**src/rtl/inst_dispatcher.sv**
```systemverilog
// inst_dispatcher: pops instructions from the AXI instruction receiver,
// issues each one to the execution unit named in its unit-select field, and
// merges the unit result streams back onto the receiver's single write port
// through a round-robin arbiter. It also counts work in flight for throttling
// and for the busy flag.
module inst_dispatcher #(
    parameter int DATA_WIDTH        = 64,
    parameter int INSTRUCTION_DEPTH = 16,
    parameter int NUM_UNITS         = 4,
    parameter int UNIT_FIELD_LSB    = 56,
    localparam int ID_W = $clog2(INSTRUCTION_DEPTH),
    localparam int UW   = $clog2(NUM_UNITS)
) (
    input  logic                            clk,
    input  logic                            rst,
    input  logic [DATA_WIDTH-1:0]           instruction,
    input  logic [ID_W-1:0]                 instruction_id,
    input  logic                            instruction_valid,
    output logic                            instruction_next,
    input  logic                            halt,
    output logic [NUM_UNITS*DATA_WIDTH-1:0] unit_inst,
    output logic [NUM_UNITS*ID_W-1:0]       unit_id,
    output logic [NUM_UNITS-1:0]            unit_valid,
    input  logic [NUM_UNITS-1:0]            unit_ready,
    input  logic [NUM_UNITS*DATA_WIDTH-1:0] res_data,
    input  logic [NUM_UNITS*ID_W-1:0]       res_id,
    input  logic [NUM_UNITS-1:0]            res_valid,
    output logic [NUM_UNITS-1:0]            res_ready,
    output logic [DATA_WIDTH-1:0]           data,
    output logic [ID_W-1:0]                 data_id,
    output logic                            data_valid,
    output logic [ID_W:0]                   outstanding,
    output logic                            busy
);

    localparam logic [ID_W:0] MAX_OUT = (ID_W+1)'(INSTRUCTION_DEPTH);
    localparam logic [ID_W:0] CNT_ONE = (ID_W+1)'(1);
    localparam logic [UW-1:0] RR_ONE  = UW'(1);

    typedef enum logic {IDLE, ISSUE} state_t;

    state_t                state, state_d;
    logic [DATA_WIDTH-1:0] hold_inst;
    logic [ID_W-1:0]       hold_id;
    logic [UW-1:0]         sel;
    logic [UW-1:0]         new_sel;
    logic [NUM_UNITS-1:0]  new_onehot;
    logic                  issue_take;
    logic                  issue_done;
    logic [UW-1:0]         rr_ptr;
    logic [UW-1:0]         grant;
    logic                  grant_valid;
    logic [DATA_WIDTH-1:0] grant_data;
    logic [ID_W-1:0]       grant_id;

    assign new_sel = instruction[UNIT_FIELD_LSB +: UW];

    // Issue FSM next state: IDLE pops when allowed, ISSUE waits for the unit.
    always_comb begin
        // NOTE: every variable gets a default first, so no path can infer a latch.
        state_d    = state;
        issue_take = 1'b0;
        issue_done = 1'b0;
        case (state)
            IDLE: begin
                if (instruction_valid && !halt && (outstanding < MAX_OUT)) begin
                    issue_take = 1'b1;
                    state_d    = ISSUE;
                end
            end
            ISSUE: begin
                if (unit_ready[sel]) begin
                    issue_done = 1'b1;
                    state_d    = IDLE;
                end
            end
            default: state_d = IDLE;
        endcase
    end

    // Issue FSM state register.
    always_ff @(posedge clk or negedge rst) begin
        // NOTE: sequential state uses <= so every flop samples pre-edge values.
        if (!rst) state <= IDLE;
        else      state <= state_d;
    end

    // One-hot decode of the unit field of the instruction being popped.
    always_comb begin
        new_onehot          = '0;
        new_onehot[new_sel] = 1'b1;
    end

    // Hold registers, pop pulse and per-unit valid; valid stays up until accepted.
    always_ff @(posedge clk or negedge rst) begin
        // NOTE: the hold registers are reset too, so a reset discards the held instruction.
        if (!rst) begin
            hold_inst        <= '0;
            hold_id          <= '0;
            sel              <= '0;
            instruction_next <= 1'b0;
            unit_valid       <= '0;
        end else begin
            instruction_next <= issue_take;
            if (issue_take) begin
                hold_inst  <= instruction;
                hold_id    <= instruction_id;
                sel        <= new_sel;
                unit_valid <= new_onehot;
            end else if (issue_done) begin
                unit_valid <= '0;
            end
        end
    end

    // Every unit sees the held instruction; only the selected one sees valid.
    assign unit_inst = {NUM_UNITS{hold_inst}};
    assign unit_id   = {NUM_UNITS{hold_id}};

    // Round-robin grant: first valid result at or after rr_ptr, with wrap.
    always_comb begin
        grant_valid = 1'b0;
        grant       = rr_ptr;
        for (int i = 0; i < NUM_UNITS; i++) begin
            if (!grant_valid && res_valid[rr_ptr + i[UW-1:0]]) begin
                grant_valid = 1'b1;
                grant       = rr_ptr + i[UW-1:0];
            end
        end
    end

    // Result mux and the combinational one-hot grant back to the units.
    always_comb begin
        grant_data = '0;
        grant_id   = '0;
        res_ready  = '0;
        for (int k = 0; k < NUM_UNITS; k++) begin
            if (grant == k[UW-1:0]) begin
                grant_data = res_data[k*DATA_WIDTH +: DATA_WIDTH];
                grant_id   = res_id[k*ID_W +: ID_W];
            end
        end
        if (grant_valid) res_ready[grant] = 1'b1;
    end

    // Result write port: one strobe per transfer; data and pointer hold when idle.
    always_ff @(posedge clk or negedge rst) begin
        if (!rst) begin
            data       <= '0;
            data_id    <= '0;
            data_valid <= 1'b0;
            rr_ptr     <= '0;
        end else begin
            data_valid <= grant_valid;
            if (grant_valid) begin
                data    <= grant_data;
                data_id <= grant_id;
                rr_ptr  <= grant + RR_ONE;
            end
        end
    end

    // Work in flight: issue adds one, a result removes one, never below zero.
    always_ff @(posedge clk or negedge rst) begin
        if (!rst) begin
            outstanding <= '0;
        end else if (issue_done && !grant_valid) begin
            outstanding <= outstanding + CNT_ONE;
        end else if (grant_valid && !issue_done && (outstanding != '0)) begin
            outstanding <= outstanding - CNT_ONE;
        end
    end

    assign busy = (state != IDLE) || (outstanding != '0);

endmodule

```
**config.mk**
```make
export PLATFORM = sky130hd
export DESIGN_NAME = inst_dispatcher
export DESIGN_NICKNAME = d
export VERILOG_FILES = /design/src/rtl/inst_dispatcher.sv
export SDC_FILE = /design/constraint.sdc
export NUM_CORES = 1
export LEC_CHECK = 0
export ABC_AREA = 0
export CAP_MARGIN = 0
export CELL_PAD_IN_SITES_DETAIL_PLACEMENT = 0
export CELL_PAD_IN_SITES_GLOBAL_PLACEMENT = 1
export CORE_AREA = 5 5 270 272
export DETAILED_ROUTE_END_ITERATION = 12
export DIE_AREA = 0 0 275 277
export PLACE_DENSITY = 0.62
export SLEW_MARGIN = 20
export SYNTH_ARGS = -nofsm -noshare
export SYNTH_HDL_FRONTEND = slang
export SYNTH_SLANG_ARGS = --single-unit
```
**constraint.sdc**
```tcl
create_clock -name clk -period 3.44 [get_ports clk]
set_input_delay 0.86 -clock clk [delete_from_list [all_inputs] [get_ports clk]]
set_output_delay 0.86 -clock clk [all_outputs]
set_load 0.005 [all_outputs]
```
==> run metrics, run 1 <==
outcome completed; Hold Path Class in -> async; H-Tree Depth 4; CP endpoint kind output port; crit path DAT 2.51 ns; Synth Instances 1,129; Post-Synthesis Cell Area 9750 µm²; Tot Pwr 14.3 mW; Comb power frac 59.9%; # DRC 0; Max Buffers Root-to-Sink 2; final worst slack 0.0679 ns; clock share of power 14.4%; worst skew pair latency 0.47 ns; root buffer cell clkbuf_16; Net Switching 5.46 mW; Final Setup Violations 0; clk slew on worst S/H paths 0.08 ns; port bufs 707; Avg Cell Area, Syn 8.64 µm²; most common cell after layout, fill and taps aside clkdlybuf4s50_1; global-route wire length before repair 73,000 µm; R2R Setup Slk 0.56 ns; Slew Viols, Final 0; Initial DRT Pass Iterations 4; number of global-route vias before repair 10,500; sequential power share 25.6%; antenna violations before repair 11; Final Hold Violating Endpoints 0; cell internal pwr 8.82 mW; pwr/cell area 823 nW/µm²; commonest cells after routing, fill and taps aside 699 x clkdlybuf4s50_1, 211 x nand2_1, 150 x dfrtp_1; Primary FF master, synth dfrtp_1; R2R depth 12; Num CTS Buffers 17; Max FO, Critical Path 4; IO Pins 708; pre-CTS setup slack -0.426 ns; Routed Antenna Nets 0; Starting DRT DRC Count 406; drt total wl 52,100 µm; relative slew slack 55.0%; vias per cell 3.93; critical path class in -> out; Row Count 98; Sw Share 38.2%; synthesized flop and latch total 150; minimum clock period 3.37 ns; Final Cycle Share 98.0%; Pleak 6.77 nW; Final TNS setup 0 ns; Layout Cell Area excl Fill 17,400 µm²; syn nets 1,490; DIE AREA 76,200 µm²; Startpoint Class input port; skew final 0.0122 ns; pin count of the biggest net entering global routing 89; number of flops mapped to enable cells by yosys 0; nets 1,976; Post-synth ARST share 100%; wire length per cell 20.2 µm; area grow syn2layout 78.0%; initial core utilization 13.8%; Fmax 297 MHz; Ys Warns 0; Post-DP Area 16,700 µm²; gr usage total 12.9%; Peak VDD IR 0.000322 V; DR vias 10,200; clock sink total 150; GP Congestion 0.920; worst hold slack 0.363 ns; Overflow after GRT 0; DP HPWL 41,300 µm; worst slew pin tran 0.675 ns; Yosys cell types 38; Worst R2R End data[40]; post-synthesis sequential area ratio 38.5%; fraction of layout cells with a size suffix above 1 6.08%; Core Area 70,500 µm²; Req. time, crit path 2.58 ns; Die Span Y 277 µm; reg2reg start rr_ptr[1]; Die X 275 µm; max_cap viols 0; CTS tree yes
-- timing repair --
item | CTS | global route
pin swaps | 0 | 1
hold buffers | 0 | 0
gates resized for setup | 11 | 5
buffers inserted | 0 | 1
endpoints found under the setup margin | 4 | 2
-- worst max-delay path, stage by stage --
cell             delay [ns]
dlygate4sd2_1          0.28
nor2b_1                0.16
o21ai_0                0.19
o221a_2                0.25
inv_2                  0.06
ha_4                   0.15
nor2b_1                0.12
clkdlybuf4s50_1        0.45
-- registers in the layout, indices dropped and copies added, names as in the netlist --
register          flops
rr_ptr                2
hold_id               4
hold_inst            64
state                 1
data_id               4
data_valid            1
data                 64
outstanding           5
unit_valid            4
instruction_next      1
-- through the flow --
stage	util, %	std cells
after floorplan	-	1129
after global placement	23.7	2545
after detailed placement	23.7	2545
after CTS	24.6	2577
after global routing	24.6	2581
final	24.6	2586
-- power by group through the flow --
stage          Sequential (mW)  Combinational (mW)  Clock, mW
2_1_floorplan             3.38                4.31          0
3_3_place_gp              3.68                8.68          0
3_5_place_dp              3.73                8.72          0
4_1_cts                   3.71                8.74       2.19
5_1_grt                   3.80                9.23       2.25
6_report                  3.66                8.56       2.06
-- final cells by class --
type                    count  area [µm²]
multi-input cells         682        4180
clock buffers              17         425
repair buffers            753        7570
flip-flops and latches    150        3750
diodes                      8        20.0
clock inverters            15         183
well taps                 950        1190
inverters                  11        41.3
fillers                  7542       53100
-- layer usage --
metal	part of all wire [%]	wire length [µm]	track usage [%]
met1	38	19800	14.1
met2	50	26100	23.3
met4	1.8	954	3.22
met5	0.081	42	0
met3	9.9	5170	4.99
-- Yosys cell counts (2+ instances only) --
cell,n,area [µm²]
nand2_1,211,792
buf_4,204,1530
dfrtp_1,150,3750
nor2b_1,142,888
a21oi_1,75,375
a221oi_1,69,604
o21a_1,68,510
o31ai_1,68,510
clkbuf_1,61,229
buf_1,12,45.0
buf_2,9,45.0
inv_1,9,33.8
ha_1,8,100
o21ai_0,7,35.0
nor2_1,6,22.5
nand3_1,5,25.0
inv_2,2,7.51
nand3b_1,2,15.0
xnor2_1,2,17.5
-- how the worst max path moves through the flow --
stage | start | endpoint | slack, ns | cells after the start
global placement | res_valid[0] | data[40] | -0.42 | 13
global route | res_valid[1] | res_ready[2] | -0.03 | 8
floorplan | res_valid[0] | res_ready[1] | 0.1 | 8
detailed placement | res_valid[0] | data[40] | -0.43 | 13
CTS | res_valid[1] | res_ready[2] | 0.007 | 8
finish | res_valid[2] | res_ready[2] | 0.07 | 8
-- cell families (layout without fill, tap and decap cells) --
logic type	Yosys count	in the layout	share of synthesized area (%)
mux	4	4	0.564
flops	150	150	38.5
fa+ha+maj	9	9	1.23
other cells	0	8	0
simple gates	372	372	18.4
buf+inv	297	796	19.4
compound gates	294	294	21.7
xor+xnor	3	3	0.269
(Power assumes the default switching activity.)
==> run 2: changes to the inputs <==
--- a/config.mk
+++ b/config.mk
@@ -10,6 +10,7 @@
 export CELL_PAD_IN_SITES_DETAIL_PLACEMENT = 0
 export CELL_PAD_IN_SITES_GLOBAL_PLACEMENT = 1
 export CORE_AREA = 5 5 270 272
+export CTS_CLUSTER_SIZE = 24
 export DETAILED_ROUTE_END_ITERATION = 12
 export DIE_AREA = 0 0 275 277
 export PLACE_DENSITY = 0.62
==> results of run 2 <==
The final DEF is identical to that of run 1; final timing and power are the same.
